<file path="config.mk">
export PLATFORM = sky130hd
export DESIGN_NAME = frv_mdu_arbiter
export DESIGN_NICKNAME = d
export VERILOG_FILES = /design/src/rtl/frv_mdu_arbiter_pkg.sv /design/src/rtl/frv_mdu_arbiter.sv
export SDC_FILE = /design/constraint.sdc
export NUM_CORES = 1
export LEC_CHECK = 0
export ABC_CLOCK_PERIOD_IN_PS = 2250
export CORE_AREA = 2 2 108 110
export DETAILED_ROUTE_END_ITERATION = 6
export DIE_AREA = 0 0 110 112
export DONT_BUFFER_PORTS = 1
export GPL_ROUTABILITY_DRIVEN = 1
export PLACE_DENSITY = 0.36
export SLEW_MARGIN = 5
export SYNTH_ARGS = -nofsm -noshare
export SYNTH_HDL_FRONTEND = slang
export SYNTH_SLANG_ARGS = --single-unit
</file>
<file path="constraint.sdc">
create_clock -name g_clk -period 2.25 [get_ports g_clk]
set_input_delay 0.225 -clock g_clk [delete_from_list [all_inputs] [get_ports g_clk]]
set_output_delay 0.225 -clock g_clk [all_outputs]
set_load 0.01 [all_outputs]
</file>
<file path="src/rtl/frv_mdu_arbiter_pkg.sv">
// Shared core constants for the MDU arbiter: 3-bit MDU op encodings and the
// arbiter FSM state encodings.
package frv_mdu_arbiter_pkg;

    // MDU op codes as presented on r0_op / r1_op / m_op.
    typedef enum logic [2:0] {
        MDU_MUL    = 3'd0,
        MDU_MULH   = 3'd1,
        MDU_MULHU  = 3'd2,
        MDU_MULHSU = 3'd3,
        MDU_DIV    = 3'd4,
        MDU_DIVU   = 3'd5,
        MDU_REM    = 3'd6,
        MDU_REMU   = 3'd7
    } mdu_op_t;

    // Arbiter ownership states.
    typedef enum logic [1:0] {
        ARB_IDLE  = 2'd0,
        ARB_OWN0  = 2'd1,
        ARB_OWN1  = 2'd2,
        ARB_DRAIN = 2'd3
    } arb_state_t;

endpackage

</file>
<file path="src/rtl/frv_mdu_arbiter.sv">
// frv_mdu_arbiter: shares one multiply/divide unit between the execute stage
// (r0) and an auxiliary requester (r1). Ties in IDLE go round-robin via the
// 'last' register. After every completion the MDU is flushed for one DRAIN
// cycle before it can be granted again.
//
// Ports:
//   g_clk, g_reset           clock, synchronous active-high reset
//   rX_valid/op/rs1/rs2      requester X command (held until ready or dropped)
//   rX_flush                 requester X abort
//   rX_ready                 one-cycle completion pulse to requester X
//   rd                       result, meaningful only alongside a ready pulse
//   m_valid/op/rs1/rs2       command to the shared MDU (operands not registered)
//   m_flush                  clears the MDU (reset, abort, drain)
//   m_ready, m_rd            MDU completion and result
//   busy                     arbiter not IDLE
module frv_mdu_arbiter
    import frv_mdu_arbiter_pkg::*;
#(
    parameter int XLEN = 32,
    localparam int XL  = XLEN - 1
) (
    input  logic          g_clk,
    input  logic          g_reset,

    input  logic          r0_valid,
    input  logic [2:0]    r0_op,
    input  logic [XL:0]   r0_rs1,
    input  logic [XL:0]   r0_rs2,
    input  logic          r0_flush,
    output logic          r0_ready,

    input  logic          r1_valid,
    input  logic [2:0]    r1_op,
    input  logic [XL:0]   r1_rs1,
    input  logic [XL:0]   r1_rs2,
    input  logic          r1_flush,
    output logic          r1_ready,

    output logic [XL:0]   rd,

    output logic          m_valid,
    output logic [2:0]    m_op,
    output logic [XL:0]   m_rs1,
    output logic [XL:0]   m_rs2,
    output logic          m_flush,
    input  logic          m_ready,
    input  logic [XL:0]   m_rd,

    output logic          busy
);

    arb_state_t state;
    logic       last;       // id of the most recently granted requester

    logic own0, own1, drain;
    logic req0, req1, grant0, grant1;
    logic cur_valid, cur_flush, abort;

    // Ownership decodes are masked by reset so nothing leaks out while the
    // state register is being forced back to IDLE.
    assign own0  = !g_reset && (state == ARB_OWN0);
    assign own1  = !g_reset && (state == ARB_OWN1);
    assign drain = !g_reset && (state == ARB_DRAIN);

    // A requester that is flushing is not a candidate for grant.
    assign req0   = r0_valid && !r0_flush;
    assign req1   = r1_valid && !r1_flush;
    assign grant0 = req0 && (!req1 || last);
    assign grant1 = req1 && (!req0 || !last);

    assign cur_valid = own0 ? r0_valid : r1_valid;
    assign cur_flush = own0 ? r0_flush : r1_flush;

    // Owner abort: explicit flush always wins the state decision, even when
    // m_ready arrives in the same cycle. A dropped valid only counts as an
    // abort if the MDU is not completing right now.
    assign abort = (own0 || own1) && (cur_flush || (!cur_valid && !m_ready));

    assign m_valid = own0 ? r0_valid : (own1 ? r1_valid : 1'b0);
    assign m_op    = own0 ? r0_op    : (own1 ? r1_op    : 3'd0);
    assign m_rs1   = own0 ? r0_rs1   : (own1 ? r1_rs1   : '0);
    assign m_rs2   = own0 ? r0_rs2   : (own1 ? r1_rs2   : '0);
    assign m_flush = g_reset || drain || abort;

    assign r0_ready = own0 && m_ready;
    assign r1_ready = own1 && m_ready;
    assign rd       = m_rd;
    assign busy     = !g_reset && (state != ARB_IDLE);

    always_ff @(posedge g_clk) begin
        if (g_reset) begin
            state <= ARB_IDLE;
            last  <= 1'b1;          // r0 wins the first tie
        end else begin
            case (state)
                ARB_IDLE: begin
                    if (grant0) begin
                        state <= ARB_OWN0;
                        last  <= 1'b0;
                    end else if (grant1) begin
                        state <= ARB_OWN1;
                        last  <= 1'b1;
                    end
                end
                ARB_OWN0, ARB_OWN1: begin
                    if (abort)
                        state <= ARB_IDLE;
                    else if (m_ready)
                        state <= ARB_DRAIN;
                end
                ARB_DRAIN: state <= ARB_IDLE;
                default:   state <= ARB_IDLE;
            endcase
        end
    end

endmodule

</file>
# ---- Word level (Yosys, flattened, before mapping)
# Cells that the tools add are included.
dict set report classes {
  mux 17
  n_eq_ne 5
  reduce_logical 32
}
# cell count
set op_table {}
lappend op_table {{2-to-1 mux 32 bit} 4}
lappend op_table {{logical AND 1 bit} 12}
lappend op_table {{logical NOT 1 bit} 8}
lappend op_table {{2-to-1 mux 2 bit} 4}
lappend op_table {{logical OR 1 bit} 6}
lappend op_table {{2-to-1 mux 1 bit} 6}
lappend op_table {{2-to-1 mux 3 bit} 2}
lappend op_table {{inequality test 3 bit (second input constant)} 2}
lappend op_table {{one-hot mux 2 bit (3 select lines)} 1}
lappend op_table {{equality test 2 bit (second input constant)} 2}
lappend op_table {{AND reduction 2 bit} 2}
lappend op_table {{nonzero test 2 bit} 2}
lappend op_table {{equality test 2 x 1 -> 1 bit (second input constant)} 1}
lappend op_table {{logical NOT 2 bit} 1}
lappend op_table {{OR reduction 2 bit} 1}
dict set report word_totals {
  wordCells 56
  register_bits 3
  input_bits 173
}

# ---- Logic depth before layout (Yosys ltp)
dict set report logic_depth {
  ltp_word 9
  depth_mapped 7
}

# ---- Least setup slack after synthesis
# No wires, ideal clock.
dict set report synth_path {
  kind {register to output}
  startpoint {register state[1]}
  endpoint {output m_rs2[12]}
  path_stages_with_launch 8
  arrival_time_ns 1.670
  required_ns 2.025
  path_slack_ns 0.355
  cell_sequence {dfxtp_1 -> inv_1 -> ha_1 -> nor2b_1 -> clkbuf_2 -> clkbuf_1 -> clkbuf_1 -> a22o_1}
}
dict set report synth_via {
  elab_chain_cells 4
}
# item line
set synth_lines {}
lappend synth_lines {{from (decl)} frv_mdu_arbiter.sv:52} ;# arb_state_t state;
lappend synth_lines {{from (signal assigned)} frv_mdu_arbiter.sv:92} ;# state <= ARB_IDLE;
lappend synth_lines {{from (signal assigned)} frv_mdu_arbiter.sv:98} ;# state <= ARB_OWN0;
lappend synth_lines {{from (signal assigned)} frv_mdu_arbiter.sv:101} ;# state <= ARB_OWN1;
lappend synth_lines {{equality test 2 bit} frv_mdu_arbiter.sv:62} ;# assign own1 = !g_reset && (state == ARB_OWN1);
lappend synth_lines {{logical AND 1 bit} frv_mdu_arbiter.sv:62}
lappend synth_lines {{2-to-1 mux 32 bit} frv_mdu_arbiter.sv:82} ;# assign m_rs2 = own0 ? r0_rs2 : (own1 ? r1_rs2 : '0);
lappend synth_lines {{2-to-1 mux 32 bit (*)} frv_mdu_arbiter.sv:82}
lappend synth_lines {{to (decl)} frv_mdu_arbiter.sv:44} ;# output logic [XL:0] m_rs2,
# Every way passes the cells marked *; elsewhere a longest branch is shown, timed or not.

# ---- Final worst setup path
dict set report layout_path {
  startpoint {register state[1]}
  endpoint {output m_rs1[6]}
}
dict set report layout_via {
  elab_chain_cells 4
}
# item line
set layout_lines {}
lappend layout_lines {{equality test 2 bit} frv_mdu_arbiter.sv:62}
lappend layout_lines {{logical AND 1 bit} frv_mdu_arbiter.sv:62}
lappend layout_lines {{2-to-1 mux 32 bit} frv_mdu_arbiter.sv:81} ;# assign m_rs1 = own0 ? r0_rs1 : (own1 ? r1_rs1 : '0);
lappend layout_lines {{2-to-1 mux 32 bit (*)} frv_mdu_arbiter.sv:81}
lappend layout_lines {{to (decl)} frv_mdu_arbiter.sv:43} ;# output logic [XL:0] m_rs1,
# Marks and branches as above.

==> results.cfg <==
[sta]
timing_hold_violations_final = 0
finalSetupViolCount = 0
max_slew.worst_pin.slew_ns = 0.4210
period_minus_slack_ns = 2.144
worst_slew_margin_rel = 0.7193
grt_setup_unrepaired = true
timing.hold.ws_ns = 0.06933
max_freq_mhz = 466.4
min_period_over_period = 0.9529
finClkSkew_ns = 0.003712
final-max-slew-violation-count = 0

[floorplan]
ios = 277
fp.dieW_um = 110
floorplan.initialDensity = 0.1124
placeableCoreArea_sq_um = 11170
floorplan.die.height_um = 112
placementRows = 39
die_area_sq_um = 12320

[clock_tree]
clock_tree_buffer_depth = 2
clock-root-buffer = clkbuf_16
cts_buf_count = 3
worst_skew_pair_latency_ns = 0.23
cts_tree = done
cts.repair.resized = 0
htree_levels = 1
clk_pin_slew_worst_paths_ns = 0.03
clock-sinks = 3
post-cts-setup-buffer-count = 0
cts_hold_buffers = 0

[logic_synthesis]
synth.yosys.warnings = 0
postSynthRegisterBits = 3
ys_dominant_reg_cell = dfxtp_1
yosys-top-cells-count = 67 x a22o_1, 33 x buf_4, 10 x clkbuf_1
synth-edff-count = 0
synth_top_cell_by_area = a22o_1
most_frequent_cell_after_synthesis = a22o_1
post_synth.cell_area_avg_sq_um = 7.707
synth_nets = 340
post_synth_num_cell_types = 28
asr_flop_ratio_synth = 0
yosysTopAreaCellShare = 0.4671
syn_area_sq_um = 1256
synth.yosys.seq_area_share = 0.04781
post_synth_main_area_contributors = a22o_1 47%, buf_4 20%, dfxtp_1 4.8%
syn-instance-count = 163

[finish]
fillCellCount = 1281
insertedDiodeCount = 0
final_nets = 301
area.growth.synth_to_final_pct = -0.4979
drive_above_1_share = 0.08943

[power_and_ir_drop]
p_per_area_nw_per_um2 = 1090
power.ir.vdd_worst_v = 0.0002744
static_leakage_nw = 0.4438
post-layout-total-power_w = 0.001362

[drt]
drt_iter0_markers = 21
routed_wl_mm = 4.737
wl_per_cell_um = 17.81
dr.pass1.iters = 4
drcViolationCount = 0
number_of_nets_still_failing_antenna_checks_after_routing = 0
route.vias.total = 1252
avgViaCountPerCell = 4.707

[grt]
gr_usage_total = 0.06465
globalRoute.totalOverflow = 0
grt_pass1_wl_mm = 5.954
grt_start_max_net_pins = 44
grt_antenna_before_repair = 0
vias_in_the_first_global_route = 1132

[setup_path]
setup.worst_path.class = flop to primary output
critical_path_arrival_ns = 1.92
worstPathMaxFanout = 42
critical_path.startpoint_type = flop
critPathRequiredTime_ns = 2.03
critPathCaptureType = primary output

[placement]
finalWeightedCongestion = 0.7272
hpwl_mm = 4.113
buffer_ports.inserted = 0

[run_status]
status = finished, final reports clean

[job]
max_cap_viol_count = 0

[min_path]
hold_class = input pin to flop
[cell type report]
class                      count  area (sq um)  area share
tap                          143         178.9      0.1431
timing repair buffer           4         33.78     0.02703
multi-input combinational    108         883.3      0.7067
inverter                       4         15.01     0.01201
clock buffer                   4         78.83     0.06306
sequential                     3         60.06     0.04805
[placed cells by master (no fill, tap or decap), types with 2 or more instances in the layout]
master,instances
inv_1,4
nor2_1,6
o21bai_1,2
a21oi_1,2
clkbuf_16,3
dfxtp_1,3
nand2b_1,2
buf_4,3
o21ai_0,2
nand3_1,2
ha_1,4
nor3b_1,2
a22o_1,67
nand2_1,5
[critical path, cell delays in order, from the launching register on]
cell	delay (ns)
dfxtp_1	0.42
inv_1	0.09
ha_1	0.25
nor3b_2	0.33
buf_6	0.32
a22o_1	0.25
[power breakdown]
group	internal (W)	switching [W]	total, W
Combinational	0.000394	0.000573	0.000967
Clock	0.000234	0.0000554	0.000290
Sequential	0.0000747	0.0000306	0.000105
Total	0.000703	0.000659	0.00136
[state kept, by name, indices dropped and copies added (netlist names)]
register and flops:
state 2, last 1
[metal layers]
metal | GRT usage | vias to the layer above | wire [um]
li1 | - | 519 | -
met2 | 0.1153 | 158 | 2360
met4 | 0.04219 | 0 | 223
met1 | 0.06516 | 551 | 1508
met3 | 0.01581 | 24 | 646
met5 | 0 | - | 0
[per-stage QoR]
stage / setup TNS [ns] / instance area, sq um / setup WS [ns] / instances / util
floorplan: 0 / 1256 / 0.3547 / 163 / -
global placement: 0 / 1167 / 0.3855 / 262 / 0.1045
detailed placement: 0 / 1167 / 0.3047 / 262 / 0.1045
CTS: 0 / 1246 / 0.06055 / 266 / 0.1115
global route: -0.1653 / 1250 / -0.01943 / 266 / 0.1119
finish: 0 / 1250 / 0.1060 / 266 / 0.1119
[path summary, 6_finish.rpt]
kind                                from        to  slack, ns  cells past startpoint
worst min-delay path             g_reset  state[1]       0.07                      1
worst min register to register      last  state[0]       0.53                      2
worst max register to register  state[1]  state[0]       0.29                      6
worst max-delay path            state[1]  m_rs1[6]       0.11                      5
[logic make-up (layout without fill, tap and decap cells)]
| logic type | Yosys count | after routing | share of synthesized area |
|---|---|---|---|
| DFF | 3 | 3 | 0.04781 |
| AOI/OAI and AO/OA | 78 | 78 | 0.5279 |
| buffers and inverters | 52 | 12 | 0.2590 |
| adders and majority gates | 4 | 4 | 0.03984 |
| and+or+nand+nor | 24 | 24 | 0.1046 |
| muxes | 2 | 2 | 0.02091 |
No activity file was read; power rests on OpenSTA's default activity.
